[config.mk]
export PLATFORM = sky130hd
export DESIGN_NAME = ooo_dispatch_ctrl
export DESIGN_NICKNAME = d
export VERILOG_FILES = /design/src/rtl/ooo_dispatch_ctrl.sv
export SDC_FILE = /design/constraint.sdc
export NUM_CORES = 1
export LEC_CHECK = 0
export CAP_MARGIN = 0
export CORE_ASPECT_RATIO = 0.9
export CORE_MARGIN = 5
export CORE_UTILIZATION = 57
export DETAILED_ROUTE_END_ITERATION = 6
export PLACE_DENSITY = 0.88
export SLEW_MARGIN = 5
export SYNTH_ARGS = -nofsm -noshare
export SYNTH_HDL_FRONTEND = slang
export SYNTH_SLANG_ARGS = --single-unit
[constraint.sdc]
create_clock -name clk -period 3.8 [get_ports clk]
set_clock_uncertainty 0.05 [all_clocks]
set_input_delay 0.38 -clock clk [delete_from_list [all_inputs] [get_ports clk]]
set_output_delay 0.38 -clock clk [all_outputs]
set_load 0.005 [all_outputs]
[src/rtl/ooo_dispatch_ctrl.sv]
// In-order WIDTH-lane dispatch controller: ROB index allocation, per-preg ready scoreboard, FU steering.
// Defining DISPATCH_PERF_EN adds the perf_stall_cnt output (saturating count of ROB-space stall cycles).

module ooo_dispatch_ctrl_chk #(
    parameter int WIDTH     = 2,
    parameter int ROB_DEPTH = 16,
    parameter int RW        = 4,
    parameter int CW        = 2
) (
    input  logic             clk,
    input  logic             reset,
    input  logic [WIDTH-1:0] in_valid,
    input  logic [CW-1:0]    commit_cnt,
    input  logic [RW:0]      rob_free
);
    logic [WIDTH-1:0] valid_plus1_s;

    assign valid_plus1_s = in_valid + WIDTH'(1);

    // Valid lanes must form a contiguous run starting at lane 0.
    a_contig: assert property (@(posedge clk) disable iff (reset)
        ((in_valid & valid_plus1_s) == {WIDTH{1'b0}}));

    // Retirement can never exceed what is currently allocated.
    a_commit: assert property (@(posedge clk) disable iff (reset)
        (int'(commit_cnt) <= (ROB_DEPTH - int'(rob_free))));
endmodule

module ooo_dispatch_ctrl #(
    parameter int WIDTH     = 2,
    parameter int PREGS     = 64,
    parameter int ROB_DEPTH = 16,
    parameter int NUM_ALU   = 2,
    parameter int WB_PORTS  = 2,
    localparam int PRW   = $clog2(PREGS),
    localparam int RW    = $clog2(ROB_DEPTH),
    localparam int FW    = $clog2(NUM_ALU + 1),
    localparam int CW    = $clog2(WIDTH + 1),
    localparam int FREEW = RW + 1
) (
    input  logic                    clk,
    input  logic                    reset,
    input  logic [WIDTH-1:0]        in_valid,
    input  logic [WIDTH*PRW-1:0]    in_rd,
    input  logic [WIDTH*PRW-1:0]    in_rs1,
    input  logic [WIDTH*PRW-1:0]    in_rs2,
    input  logic [WIDTH-1:0]        in_writes_rd,
    input  logic [WIDTH-1:0]        in_uses_imm,
    input  logic [WIDTH-1:0]        in_is_mem,
    output logic                    in_ready,
    output logic [WIDTH-1:0]        out_valid,
    output logic [WIDTH*RW-1:0]     out_rob_idx,
    output logic [WIDTH*FW-1:0]     out_fu,
    output logic [WIDTH-1:0]        out_src1_rdy,
    output logic [WIDTH-1:0]        out_src2_rdy,
    input  logic [WB_PORTS-1:0]     wb_valid,
    input  logic [WB_PORTS*PRW-1:0] wb_preg,
    input  logic [CW-1:0]           commit_cnt,
    input  logic                    flush,
    output logic [RW:0]             rob_free
`ifdef DISPATCH_PERF_EN
    ,
    output logic [31:0]             perf_stall_cnt
`endif
);
    logic [RW-1:0]       head_r;
    logic [RW-1:0]       tail_r;
    logic [FREEW-1:0]    rob_free_r;
    logic [FW-1:0]       alu_ptr_r;
    logic [PREGS-1:0]    sb_r;
    logic [WIDTH-1:0]    out_valid_r;
    logic [WIDTH*RW-1:0] out_rob_idx_r;
    logic [WIDTH*FW-1:0] out_fu_r;
    logic [WIDTH-1:0]    out_src1_rdy_r;
    logic [WIDTH-1:0]    out_src2_rdy_r;

    logic [CW-1:0]       n_s;
    logic [CW-1:0]       alu_cnt_s;
    logic                in_ready_s;
    logic [PREGS-1:0]    wake_s;
    logic [PREGS-1:0]    sb_next_s;
    logic [WIDTH*RW-1:0] rob_idx_s;
    logic [WIDTH*FW-1:0] fu_s;
    logic [WIDTH-1:0]    src1_rdy_s;
    logic [WIDTH-1:0]    src2_rdy_s;
    logic                dep1_s;
    logic                dep2_s;
    logic [FREEW-1:0]    rob_free_next_s;
    logic [FW-1:0]       alu_ptr_next_s;

    // Wakeup vector: every preg named by a valid writeback port this cycle.
    always_comb begin
        wake_s = {PREGS{1'b0}};
        for (int k = 0; k < WB_PORTS; k++) begin
            wake_s[wb_preg[k*PRW +: PRW]] = wake_s[wb_preg[k*PRW +: PRW]] | wb_valid[k];
        end
    end

    // Group decode: lane count, ROB indices, FU ids and source readiness.
    always_comb begin
        n_s        = {CW{1'b0}};
        alu_cnt_s  = {CW{1'b0}};
        rob_idx_s  = {(WIDTH*RW){1'b0}};
        fu_s       = {(WIDTH*FW){1'b0}};
        src1_rdy_s = {WIDTH{1'b0}};
        src2_rdy_s = {WIDTH{1'b0}};
        dep1_s     = 1'b0;
        dep2_s     = 1'b0;
        for (int i = 0; i < WIDTH; i++) begin
            n_s = n_s + CW'(in_valid[i]);
            rob_idx_s[i*RW +: RW] = tail_r + RW'(i);
            if (!in_valid[i]) begin
                fu_s[i*FW +: FW] = {FW{1'b0}};
            end else if (in_is_mem[i]) begin
                fu_s[i*FW +: FW] = FW'(NUM_ALU);
            end else begin
                fu_s[i*FW +: FW] = FW'((int'(alu_ptr_r) + int'(alu_cnt_s)) % NUM_ALU);
                alu_cnt_s = alu_cnt_s + CW'(1);
            end
            // An older lane of the same group producing this source hides the scoreboard bit.
            dep1_s = 1'b0;
            dep2_s = 1'b0;
            for (int j = 0; j < i; j++) begin
                dep1_s = dep1_s | (in_valid[j] & in_writes_rd[j] &
                                   (in_rd[j*PRW +: PRW] == in_rs1[i*PRW +: PRW]));
                dep2_s = dep2_s | (in_valid[j] & in_writes_rd[j] &
                                   (in_rd[j*PRW +: PRW] == in_rs2[i*PRW +: PRW]));
            end
            src1_rdy_s[i] = (in_rs1[i*PRW +: PRW] == {PRW{1'b0}}) |
                            (~dep1_s & (sb_r[in_rs1[i*PRW +: PRW]] | wake_s[in_rs1[i*PRW +: PRW]]));
            src2_rdy_s[i] = in_uses_imm[i] | (in_rs2[i*PRW +: PRW] == {PRW{1'b0}}) |
                            (~dep2_s & (sb_r[in_rs2[i*PRW +: PRW]] | wake_s[in_rs2[i*PRW +: PRW]]));
        end
        in_ready_s      = !flush && (int'(rob_free_r) >= int'(n_s));
        alu_ptr_next_s  = FW'((int'(alu_ptr_r) + int'(alu_cnt_s)) % NUM_ALU);
        rob_free_next_s = FREEW'(int'(rob_free_r) - (in_ready_s ? int'(n_s) : 0) + int'(commit_cnt));
    end

    // Scoreboard next state: wakeups set, accepted destinations clear (clear wins), preg 0 pinned ready.
    always_comb begin
        sb_next_s = sb_r | wake_s;
        for (int i = 0; i < WIDTH; i++) begin
            sb_next_s[in_rd[i*PRW +: PRW]] = sb_next_s[in_rd[i*PRW +: PRW]] &
                                             ~(in_ready_s & in_valid[i] & in_writes_rd[i]);
        end
        sb_next_s[0] = 1'b1;
    end

    // ROB pointers, free count, ALU pointer, scoreboard and registered dispatch outputs.
    always_ff @(posedge clk) begin
        if (reset) begin
            head_r         <= {RW{1'b0}};
            tail_r         <= {RW{1'b0}};
            rob_free_r     <= FREEW'(ROB_DEPTH);
            alu_ptr_r      <= {FW{1'b0}};
            sb_r           <= {PREGS{1'b1}};
            out_valid_r    <= {WIDTH{1'b0}};
            out_rob_idx_r  <= {(WIDTH*RW){1'b0}};
            out_fu_r       <= {(WIDTH*FW){1'b0}};
            out_src1_rdy_r <= {WIDTH{1'b0}};
            out_src2_rdy_r <= {WIDTH{1'b0}};
        end else if (flush) begin
            tail_r         <= head_r;
            rob_free_r     <= FREEW'(ROB_DEPTH);
            sb_r           <= {PREGS{1'b1}};
            out_valid_r    <= {WIDTH{1'b0}};
            out_rob_idx_r  <= {(WIDTH*RW){1'b0}};
            out_fu_r       <= {(WIDTH*FW){1'b0}};
            out_src1_rdy_r <= {WIDTH{1'b0}};
            out_src2_rdy_r <= {WIDTH{1'b0}};
        end else begin
            head_r     <= head_r + RW'(commit_cnt);
            rob_free_r <= rob_free_next_s;
            sb_r       <= sb_next_s;
            if (in_ready_s) begin
                tail_r         <= tail_r + RW'(n_s);
                alu_ptr_r      <= alu_ptr_next_s;
                out_valid_r    <= in_valid;
                out_rob_idx_r  <= rob_idx_s;
                out_fu_r       <= fu_s;
                out_src1_rdy_r <= src1_rdy_s & in_valid;
                out_src2_rdy_r <= src2_rdy_s & in_valid;
            end else begin
                out_valid_r    <= {WIDTH{1'b0}};
                out_rob_idx_r  <= {(WIDTH*RW){1'b0}};
                out_fu_r       <= {(WIDTH*FW){1'b0}};
                out_src1_rdy_r <= {WIDTH{1'b0}};
                out_src2_rdy_r <= {WIDTH{1'b0}};
            end
        end
    end

`ifdef DISPATCH_PERF_EN
    logic [31:0] perf_stall_cnt_r;

    // Saturating count of cycles where a non-empty group waits for ROB space.
    always_ff @(posedge clk) begin
        if (reset) begin
            perf_stall_cnt_r <= 32'd0;
        end else if ((n_s != {CW{1'b0}}) && !in_ready_s && !flush &&
                     (perf_stall_cnt_r != 32'hFFFF_FFFF)) begin
            perf_stall_cnt_r <= perf_stall_cnt_r + 32'd1;
        end else begin
            perf_stall_cnt_r <= perf_stall_cnt_r;
        end
    end

    assign perf_stall_cnt = perf_stall_cnt_r;
`endif

    assign in_ready     = in_ready_s;
    assign out_valid    = out_valid_r;
    assign out_rob_idx  = out_rob_idx_r;
    assign out_fu       = out_fu_r;
    assign out_src1_rdy = out_src1_rdy_r;
    assign out_src2_rdy = out_src2_rdy_r;
    assign rob_free     = rob_free_r;

    ooo_dispatch_ctrl_chk #(
        .WIDTH     (WIDTH),
        .ROB_DEPTH (ROB_DEPTH),
        .RW        (RW),
        .CW        (CW)
    ) u_chk (
        .clk        (clk),
        .reset      (reset),
        .in_valid   (in_valid),
        .commit_cnt (commit_cnt),
        .rob_free   (rob_free_r)
    );
endmodule

==> flow_summary.ini, run 1 <==
[grt]
track_usage_pct = 87.37
grt_pass1_vias = 28960
grt_max_degree = 64
overflow = 401
grt_pass1_wl_um = 198900

[yosys]
synth.cell_area_um2 = 15180
async_flop_share_pct = 0
ys_seq_area_share_pct = 12.53
dominantRegCellSynth = dfxtp_1
yosys_warnings = 0
syn_inst = 2014
yosysUniqueCellTypes = 101
avgSynthCellArea_um2 = 7.539
ys_ff_latch = 95
synth-edff-count = 0
synthesis.nets = 2097

[placed_design]
pre_cts_ws_ps = -827.4
portBuffers = 86
place_congestion = 1.436
post-dp-hpwl_um = 68000

[die]
row_count = 56
io_pins = 87
die_h_um = 164.8
die_w_um = 182.0
start_util_pct = 58.10

[clock_tree]
cts_made_buffers = 9
htreeDepth = 3
cts_num_sinks = 95
clockBufferDepth = 2
root_buffer = clkbuf_16

[outcome]
error_line = [ERROR GRT-0116] Global routing finished with congestion. Check the congestion regions in the DRC Viewer.
stop_stage = global routing
status = aborted with a tool error
[repair_timing]
item | 4_1_cts
endpoints found under the hold margin | 0
resized for setup | 104
setup buffers | 20
hold buffers | 0
cloned | 4
endpoints found under the setup margin | 67
pin swaps | 22
[routing by layer]
metal | GRT overflow | GRT usage, %
met3 | 61 | 83.97
met5 | 16 | 75.67
met1 | 78 | 84.62
met2 | 138 | 95.46
met4 | 108 | 85.54
[through the flow]
step / utilization, % / setup TNS, ps / cell area (um2) / instances
detailed placement: 76.34 / -53060 / 19950 / 2774
CTS: 80.41 / 0 / 21010 / 2813
floorplan: - / 0 / 15180 / 2014
global placement: 76.34 / -46270 / 19950 / 2774
[synthesized netlist by cell type, types with 47 or more instances]
cell	n	area, um2
o32ai_1	59	516.8
nor3_1	64	320.3
mux2i_1	77	770.7
nor2_1	216	810.8
dfxtp_1	95	1902
a211oi_1	84	630.6
clkbuf_1	163	611.8
a21oi_1	114	570.6
o21ai_0	151	755.7
a31oi_1	71	444.2
o22ai_1	47	294.0
nand2_1	131	491.7
mux4_2	93	2095
[kinds of logic after synthesis]
| group | count (synthesis) | synth area share, % |
|---|---|---|
| xor gates and xnor gates | 23 | 1.376 |
| AOI/OAI and AO/OA | 754 | 34.24 |
| buffers and inverters | 275 | 7.491 |
| muxes | 186 | 20.06 |
| adders and majority gates | 20 | 1.846 |
| DFF | 95 | 12.53 |
| and+or+nand+nor | 661 | 22.46 |
==> run 2, diff against run 1 <==
Settings changed: CORE_ASPECT_RATIO 0.9 to not set, CORE_UTILIZATION 57 to 40, PLACE_DENSITY 0.88 to not set, PLACE_DENSITY_LB_ADDON set to 0.15.
Clock period 3.8 ns to 4.95 ns, I/O delays scaled along.
==> run 2 against run 1 <==
  * The flow now finishes, with violations (DRC)
  * Area after synthesis unchanged
  * Synthesized cell count unchanged
==> flow_summary.ini, run 2 <==
[route]
first_pass_iters = 7
drc = 4
wire_per_inst_um = 35.34
first_iter_violations = 3262
vias = 19960
drt-total-wl_um = 94820
vias_per_cell = 7.438
ant_nets = 0

[yosys]
yosys_warnings = 0
synthesis.nets = 2097
synthAdderAreaFrac_pct = 1.846
synth.cell_area_um2 = 15180
synth_top_area_share_pct = 13.79
synth_top_cells_by_area = mux4_2 14%, dfxtp_1 13%, nor2_1 5.3%, mux2i_1 5.1%, o21ai_0 5.0%
ys_top_cells_by_count = 216 x nor2_1, 163 x clkbuf_1, 151 x o21ai_0
synth-compound-area-share_pct = 34.24
synth_xor_xnor_area_share_pct = 1.376
ys_seq_area_share_pct = 12.53
async_flop_share_pct = 0
synth-edff-count = 0
synth_most_common_cell = nor2_1
avgSynthCellArea_um2 = 7.539
dominantRegCellSynth = dfxtp_1
ys_ff_latch = 95
syn_inst = 2014
synth_top_family_by_area = compound AO/OA/AOI/OAI gates
synthMuxAreaShare_pct = 20.06
yosys.area.top_type = mux4_2
yosysUniqueCellTypes = 101
yosys.area_share.simple_pct = 22.46

[clock_tree]
clock_latency_ps = 420
cts_num_sinks = 95
cts_made_buffers = 9
cts_tree = built
htreeDepth = 3
cts_hold_buf = 0
postCtsSetupBuffers = 0
clockBufferDepth = 2
root_buffer = clkbuf_16
clkTransAtPathRegs_ps = 80

[sta]
setup_violations = 0
min_period_over_period_pct = 99.10
fin_crit_ps = 4905
slew_viol_final = 0
worstMarginPinSlew_ps = 997.7
relSlewSlack_pct = 32.55
finalHoldViolCount = 0
rsz0062_at_grt = false
max_freq_mhz = 203.9

[pwr]
internal-power_w = 0.001648
clock_power_share_pct = 28.8
combinationalPowerShare_pct = 42.6
seqPwrFrac_pct = 28.5
p_sw_w = 0.001217
finalPower_w = 0.002865
netSwitchingFraction_pct = 42.48
irDropWorstVdd_mv = 0.1802
p_leak_nw = 6.422
powerDensity_nw_per_um2 = 154.9

[setup_path]
r2r_setup_slack_ps = 1190
crit_slowest_cell = clkdlybuf4s50_1
r2r_start = sb_r[56]$_SDFF_PP1_
timing.rr.end = sb_r[62]$_SDFF_PP1_
path_delay_family = buffers and inverters
end_kind = flop
crit_buf_inv = 7
cpMostUsedCell = buf_4
cpPeakStageDelay_ps = 670
cp_data_arrival_time_ps = 5180
crit_path_max_fanout = 31
startpoint_type = input port
required_ps = 5230
worst-setup-path-type = in2reg
reg2regPathDepth = 13
crit_chain = clkdlybuf4s50_1 > buf_4 > or4bb_1 > buf_4 > a211oi_1 > nor2_1 > o2111ai_1 > o31ai_1 > buf_4 > o221ai_1 > a211oi_1 > buf_4 > a31o_2 > buf_4 > buf_12 > mux2i_1 > o32ai_1 > a21oi_1

[die]
die_h_um = 204.8
die-area_um2 = 41960
start_util_pct = 40.41
core_area_um2 = 37580
die_w_um = 204.8
io_pins = 87
row_count = 71

[placed_design]
portBuffers = 86
placed_area_um2 = 18190
post-dp-hpwl_um = 73990
place_congestion = 1.155

[finish]
syn_to_final_growth_pct = 21.84
final_area_um2 = 18500
largest_reg_flops = 63
final_net_count = 2249
drive_gt1_share_pct = 22.75
layout_commonest_cell = buf_4
top_register = sb_r
layout_common_cells = 272 x buf_4, 214 x nor2_1, 151 x o21ai_0, 131 x nand2_1, 114 x a21oi_1

[min_path]
hold_start = head_r[2]$_SDFFE_PP0N_
hold_path.class = reg2reg
worstHoldPathCells = 2
min_to = head_r[2]$_SDFFE_PP0N_

[grt]
grt_max_degree = 65
grt_pass1_vias = 18090
track_usage_pct = 43.65
overflow = 0
antenna_found_initial = 8
grt_pass1_wl_um = 133400

[job]
maxCapViolCount = 0

[outcome]
status = complete, but fails checks
violations = DRC
[run 2: cell counts after synthesis]
No cell type changed its count.
[run 2: through the flow]
stage	TNS [ps]	hold slack (ps)	instances	utilization, %	setup WS [ps]
final	0	446.6	2683	49.23	44.79
after global routing	0	486.5	2682	49.22	33.55
after CTS	0	458.3	2682	49.21	322.8
after detailed placement	-471.3	446.5	2666	48.41	-88.61
after global placement	-874.3	431.4	2666	48.41	-101.0
after floorplan	0	401.6	2014	-	1196
[run 2: tightest hold or removal path, delay by kind of cell (launching register included)]
| family | cells | cell delay, ps |
|---|---|---|
| compound gates | 2 | 130 |
| flops | 1 | 330 |
[run 2: layout make-up]
cell class | count | area (um2)
inverter | 35 | 131.4
sequential | 95 | 1902
clock inverter | 7 | 77.57
antenna | 1 | 2.502
fill | 3746 | 19080
tap | 511 | 639.4
clock buffer | 9 | 225.2
multi-input combinational | 1644 | 12190
timing repair buffer | 381 | 3328
[run 2: logic make-up (layout without fill, tap and decap cells)]
kind of cell	after synthesis	count (layout)
XOR/XNOR	23	23
buffers and inverters	275	432
flip-flops	95	95
AO/OA/AOI/OAI	754	754
adder cells (fa/ha/maj)	20	20
multiplexers	186	186
AND/OR/NAND/NOR	661	661
other	0	1
[run 2: repair_timing]
item / 4_1_cts / 5_1_grt
resized for setup: 0 / 1
endpoints found under the hold margin: 0 / 0
setup endpoints to repair: 0 / 1
[run 2: worst max-delay path by stage]
stage	startpoint	end	slack, ps	depth (start not counted)
after CTS	wb_valid[0]	sb_r[60]$_SDFF_PP1_	320	18
final	wb_valid[0]	sb_r[62]$_SDFF_PP1_	40	18
after global placement	wb_valid[0]	sb_r[62]$_SDFF_PP1_	-100	18
after detailed placement	wb_valid[0]	sb_r[60]$_SDFF_PP1_	-90	18
after global routing	wb_valid[0]	sb_r[60]$_SDFF_PP1_	30	18
after floorplan	wb_preg[1]	out_src1_rdy[0]$_SDFF_PP0_	1200	13
[run 2: power by group through the flow]
stage	clock (W)	sequential (W)	combinational (W)
after floorplan	0	0.000823	0.000658
after global placement	0	0.000831	0.00117
after detailed placement	0	0.000832	0.00117
after CTS	0.000814	0.000814	0.00118
after global routing	0.000847	0.000818	0.00127
final	0.000826	0.000817	0.00122
[run 2: routing by layer]
metal | track usage [%] | routed length, um | vias to the layer above
met4 | 14.79 | 3874 | 6
met3 | 18.30 | 15640 | 281
met5 | 1.548 | 56 | -
met1 | 61.29 | 38240 | 9645
met2 | 59.80 | 37010 | 1772
li1 | - | - | 8253
Note: power is estimated with default switching activity, not from simulation.
==> run 3, diff against run 2 <==
Settings changed: CELL_PAD_IN_SITES_DETAIL_PLACEMENT set to 0, CELL_PAD_IN_SITES_GLOBAL_PLACEMENT set to 2, CORE_MARGIN 5 to 3, CORE_UTILIZATION 40 to 37.
==> run 3 against run 2 <==
  * Routed wire length grew 6.2%
  * Clock power is 1% lower
  * Sequential power barely moved
  * The run still ends with DRC left
  * Register-to-register slack got worse by 190 ps
  * Flip-flop and latch count did not move
  * Design area increased by 0.82%
  * Critical endpoint is now sb_r[6]$_SDFF_PP1_
==> flow_summary.ini, run 3 (synthesis gave the netlist of run 2 again) <==
[clock_tree]
clockBufferDepth = 2
postCtsSetupBuffers = 0
root_buffer = clkbuf_16
clkTransAtPathRegs_ps = 90
cts_num_sinks = 95
cts_hold_buf = 0
clock_latency_ps = 410
htreeDepth = 3
cts_made_buffers = 9
cts_tree = built

[setup_path]
cpMostUsedCell = buf_4
startpoint = wb_preg[6]
timing.rr.end = sb_r[6]$_SDFF_PP1_
crit_slowest_cell = a2111oi_1
startpoint_type = input port
r2r_setup_slack_ps = 1000
crit_path_end = sb_r[6]$_SDFF_PP1_
cpPeakStageDelay_ps = 700
path_delay_family = compound AO/OA/AOI/OAI gates
reg2regPathDepth = 13
required_ps = 5130
r2r_start = sb_r[1]$_SDFF_PP1_
worst-setup-path-type = in2reg
crit_path_max_fanout = 11
end_kind = flop
crit_buf_inv = 6
cp_data_arrival_time_ps = 4970
crit_chain = clkdlybuf4s50_1 > buf_4 > nor2b_4 > buf_12 > buf_4 > a221oi_1 > o22a_1 > nor2_1 > or4_1 > a2111oi_1 > o22a_1 > a31o_2 > o2111ai_2 > nor3_4 > buf_4 > buf_12 > a31oi_1
worstSetupPathDepth = 17

[finish]
syn_to_final_growth_pct = 22.83
top_register = sb_r
drive_gt1_share_pct = 23.88
fillers = 4073
fin_util_pct = 46.51
final-seq-area_um2 = 1902
layout_common_cells = 314 x buf_4, 214 x nor2_1, 151 x o21ai_0, 131 x nand2_1, 114 x a21oi_1
layout_commonest_cell = buf_4
multi_input_area_um2 = 12200
largest_reg_flops = 63
final_net_count = 2281

[die]
die-area_um2 = 43500
row_count = 73
start_util_pct = 37.87
core_area_um2 = 40100
die_w_um = 208.6
die_h_um = 208.6
io_pins = 87

[sta]
fin_ws_ps = 157.2
finalHoldViolCount = 0
min_period_over_period_pct = 96.82
fin_setup_tns_ps = 0
worstMarginPinSlew_ps = 1120
relSlewSlack_pct = 25.07
rsz0062_at_grt = false
max_freq_mhz = 208.6
setup_violations = 0
slew_viol_final = 0
fin_crit_ps = 4793

[route]
drc = 10
drt-total-wl_um = 100700
ant_nets = 0
first_pass_iters = 7
vias_per_cell = 7.386
wire_per_inst_um = 36.89
first_iter_violations = 3365
vias = 20170

[grt]
antenna_found_initial = 2
grt_max_degree = 64
grt_pass1_wl_um = 140600
grt_pass1_vias = 18760
track_usage_pct = 44.48
overflow = 0

[pwr]
powerDensity_nw_per_um2 = 153.4
irDropWorstVdd_mv = 0.1625
p_leak_nw = 6.535
finalPower_w = 0.002861

[outcome]
status = complete, but fails checks
violations = DRC

[job]
maxCapViolCount = 0

[placed_design]
pre_cts_ws_ps = -246.4
place_congestion = 1.126
portBuffers = 86
post-dp-hpwl_um = 78370

[min_path]
hold_path.class = reg2reg
==> run 3: worst min-delay path, stage by stage, from the launching register on <==
cell	delay (ps)
dfxtp_1	340
o21ai_0	80
a21oi_1	60
==> run 3: metal layers <==
layer / share of wire (%) / vias up / GRT usage, %
li1: - / 8340 / -
met1: 40 / 9721 / 59.85
met2: 39 / 1734 / 60.66
met3: 15 / 375 / 19.47
met4: 5.9 / 0 / 21.09
met5: 0 / - / 0
==> run 3: final cells by class <==
cell class,instances,area share (%)
clock buffer,9,1.208
timing repair buffer,413,18.46
inverter,35,0.7044
tap,525,3.522
clock inverter,7,0.4629
sequential,95,10.20
multi-input combinational,1644,65.40
antenna,3,0.04025
==> run 3: how the worst min path moves through the flow <==
| stage | endpoint | depth (start not counted) | from |
|---|---|---|---|
| 2_1_floorplan | out_rob_idx[4]$_SDFF_PP0_ | 1 | tail_r[0]$_SDFFE_PP0P_ |
| 3_3_place_gp | tail_r[3]$_SDFFE_PP0P_ | 2 | head_r[3]$_SDFFE_PP0N_ |
| 3_5_place_dp | out_rob_idx[4]$_SDFF_PP0_ | 1 | tail_r[0]$_SDFFE_PP0P_ |
| 4_1_cts | head_r[2]$_SDFFE_PP0N_ | 2 | head_r[2]$_SDFFE_PP0N_ |
| 5_1_grt | head_r[2]$_SDFFE_PP0N_ | 2 | head_r[2]$_SDFFE_PP0N_ |
| 6_report | head_r[2]$_SDFFE_PP0N_ | 2 | head_r[2]$_SDFFE_PP0N_ |
==> run 3: timing repair <==
action                                  CTS  global route
endpoints found under the setup margin    0             9
gates resized for setup                   0             1
endpoints found under the hold margin     0             0
==> run 3: through the flow <==
step	hold slack, ps	cell area (um2)	std cells
4_1_cts	464.3	18640	2728
5_1_grt	487.6	18640	2728
3_5_place_dp	447.6	18330	2712
3_3_place_gp	439.6	18330	2712
6_report	459.9	18650	2731
2_1_floorplan	401.6	15180	2014
==> run 3: report_power, final <==
part           internal, W  switching [W]
clock network     0.000364       0.000450
registers         0.000788      0.0000278
logic             0.000455       0.000776
==> edit: new RTL, flow settings as in run 2 <==
Build with the macro `DISPATCH_PERF_EN` defined.
--- a/src/rtl/ooo_dispatch_ctrl.sv
+++ b/src/rtl/ooo_dispatch_ctrl.sv
@@ -1,5 +1,7 @@
 // In-order WIDTH-lane dispatch controller: ROB index allocation, per-preg ready scoreboard, FU steering.
 // Defining DISPATCH_PERF_EN adds the perf_stall_cnt output (saturating count of ROB-space stall cycles).
+
+`define DISPATCH_PERF_EN
 
 module ooo_dispatch_ctrl_chk #(
     parameter int WIDTH     = 2,
Check against the original RTL (old outputs only; new: perf_stall_cnt): equivalent (Yosys induction, for registers that start in step).
==> edit against run 2 <==
The flow still finishes with violations (DRC); utilization increased by 0.19 points; cell area increased by 6.1%; highest routed layer unchanged; global-route usage increased by 0.30 points; die area increased by 5.5%; area after synthesis increased by 5.8%; setup slack got worse by 0.025 ns; largest power group is now clock; wire length increased by 7.5%; sequential cell count increased by 32; first-iteration DRC count increased by 33%; total power increased by 25%; sequential power increased by 31%.
==> edit: results (changes against run 2) <==
| Metric | Value |
|---|---|
| Status | finished with violations |
| Failing checks | DRC |
| RePlAce Congestion | 1.199 (+3.7%) |
| Reg2reg start | sb_r[47] |
| Lkg Pwr | 6.671 nW (+3.9%) |
| DRT iter0 DRCs | 4346 (+33%) |
| Routed vias/inst | 7.469 (+0.42%) |
| Worst skew pair latency | 0.46 ns (+0.04 ns) |
| DP HPWL | 79550 µm (+7.5%) |
| Flop-to-flop setup slack | 1.16 ns (-0.03 ns) |
| Final Critical Period | 4.930 ns (+0.02487 ns) |
| Rel. slew slack | 4.997% (-28 points) |
| Initial antenna violation count | 7 (-1) |
| Routed wire per std cell | 35.55 µm (+0.60%) |
| Ranking of synthesized cells by area | dfxtp_1 16%, mux4_2 14%, nor2_1 6.3%, a21oi_1 5.3%, a211oi_1 4.6% |
| Vias in the first global route | 19630 (+8.5%) |
| Synth top cells by count | 269 x nor2_1, 170 x a21oi_1, 141 x nand2_1, 131 x clkbuf_1, 127 x dfxtp_1 |
| Worst hold slack | 0.4589 ns (+0.01229 ns) |
| Synthesized net count | 2233 (+6.5%) |
| Filler cell count | 3971 (+6.0%) |
| DRC viols | 99 (+95) |
| Critical Path Source | wb_preg[1] |
| Seq/Total Area, Yosys | 15.82% (+3.3 points) |
| Layout cell share with drive strength beyond 1 | 19.23% (-3.5 points) |
| H-tree levels | 4 (+1) |
| Hold_sp | perf_stall_cnt[1] |
[edit: changes by cell type after synthesis, sizes merged, moves of 20 or more]
cell	run 2	this run
a21oi	114	171
clkbuf	163	131
dfxtp	95	127
mux2i	77	37
nor2	216	269
nor3	66	96
o21ai	163	117
o31ai	5	25
o32ai	59	7
xor2	13	33
[edit: report_power, final]
group	internal (mW)	switching, mW	leakage [nW]	total, mW
sequential	1.04	0.0280	1.03	1.07
combinational	0.429	0.769	5.35	1.20
clock	0.679	0.631	0.291	1.31
[edit: metrics by stage]
stage	area (µm²)	std cells
3_5_place_dp	19040	2833
2_1_floorplan	16070	2148
6_report	19640	2867
3_3_place_gp	19040	2833
4_1_cts	19630	2865
5_1_grt	19630	2866
[edit: worst paths after layout]
path / end / cells after the start
setup reg to reg: sb_r[34] / 10
setup / recovery: out_src1_rdy[1] / 11
hold reg to reg: perf_stall_cnt[1] / 2
hold / removal: perf_stall_cnt[1] / 2
[edit: cell families (layout without fill, tap and decap cells)]
| group | Yosys count | count (layout) | synth area share, % |
|---|---|---|---|
| and+or+nand+nor | 817 | 817 | 26.15 |
| AOI/OAI and AO/OA | 741 | 741 | 30.34 |
| buffers and inverters | 244 | 436 | 6.245 |
| muxes | 143 | 143 | 16.60 |
| DFF | 127 | 127 | 15.82 |
| xor gates and xnor gates | 54 | 54 | 2.943 |
| adders and majority gates | 22 | 22 | 1.900 |
| other | 0 | 2 | 0 |
[edit: routing by layer]
layer  wire length, µm  GRT usage, %  vias to the layer above
li1                  -             -                     8714
met1             37070         55.59                    10080
met2             39260         60.83                     2090
met3             17740         22.12                      521
met4              7817         23.74                        6
met5                45             0                        -
[edit: layout make-up]
type / count / share of cell area, %
multi-input combinational: 1777 / 63.99
sequential: 127 / 12.95
tap: 525 / 3.345
timing repair buffer: 367 / 15.97
clock buffer: 17 / 2.166
inverter: 37 / 0.7073
clock inverter: 15 / 0.8475
antenna: 2 / 0.02549
[edit: critical path: stages]
cell	delay (ns)
clkdlybuf4s50_1	0.73
nor3b_1	0.61
a22oi_1	0.20
o21ai_1	0.43
a21oi_2	0.22
buf_4	0.26
o21ai_0	1.05
mux4_2	0.54
o2111ai_1	0.31
a31oi_1	0.26
a41o_1	0.14
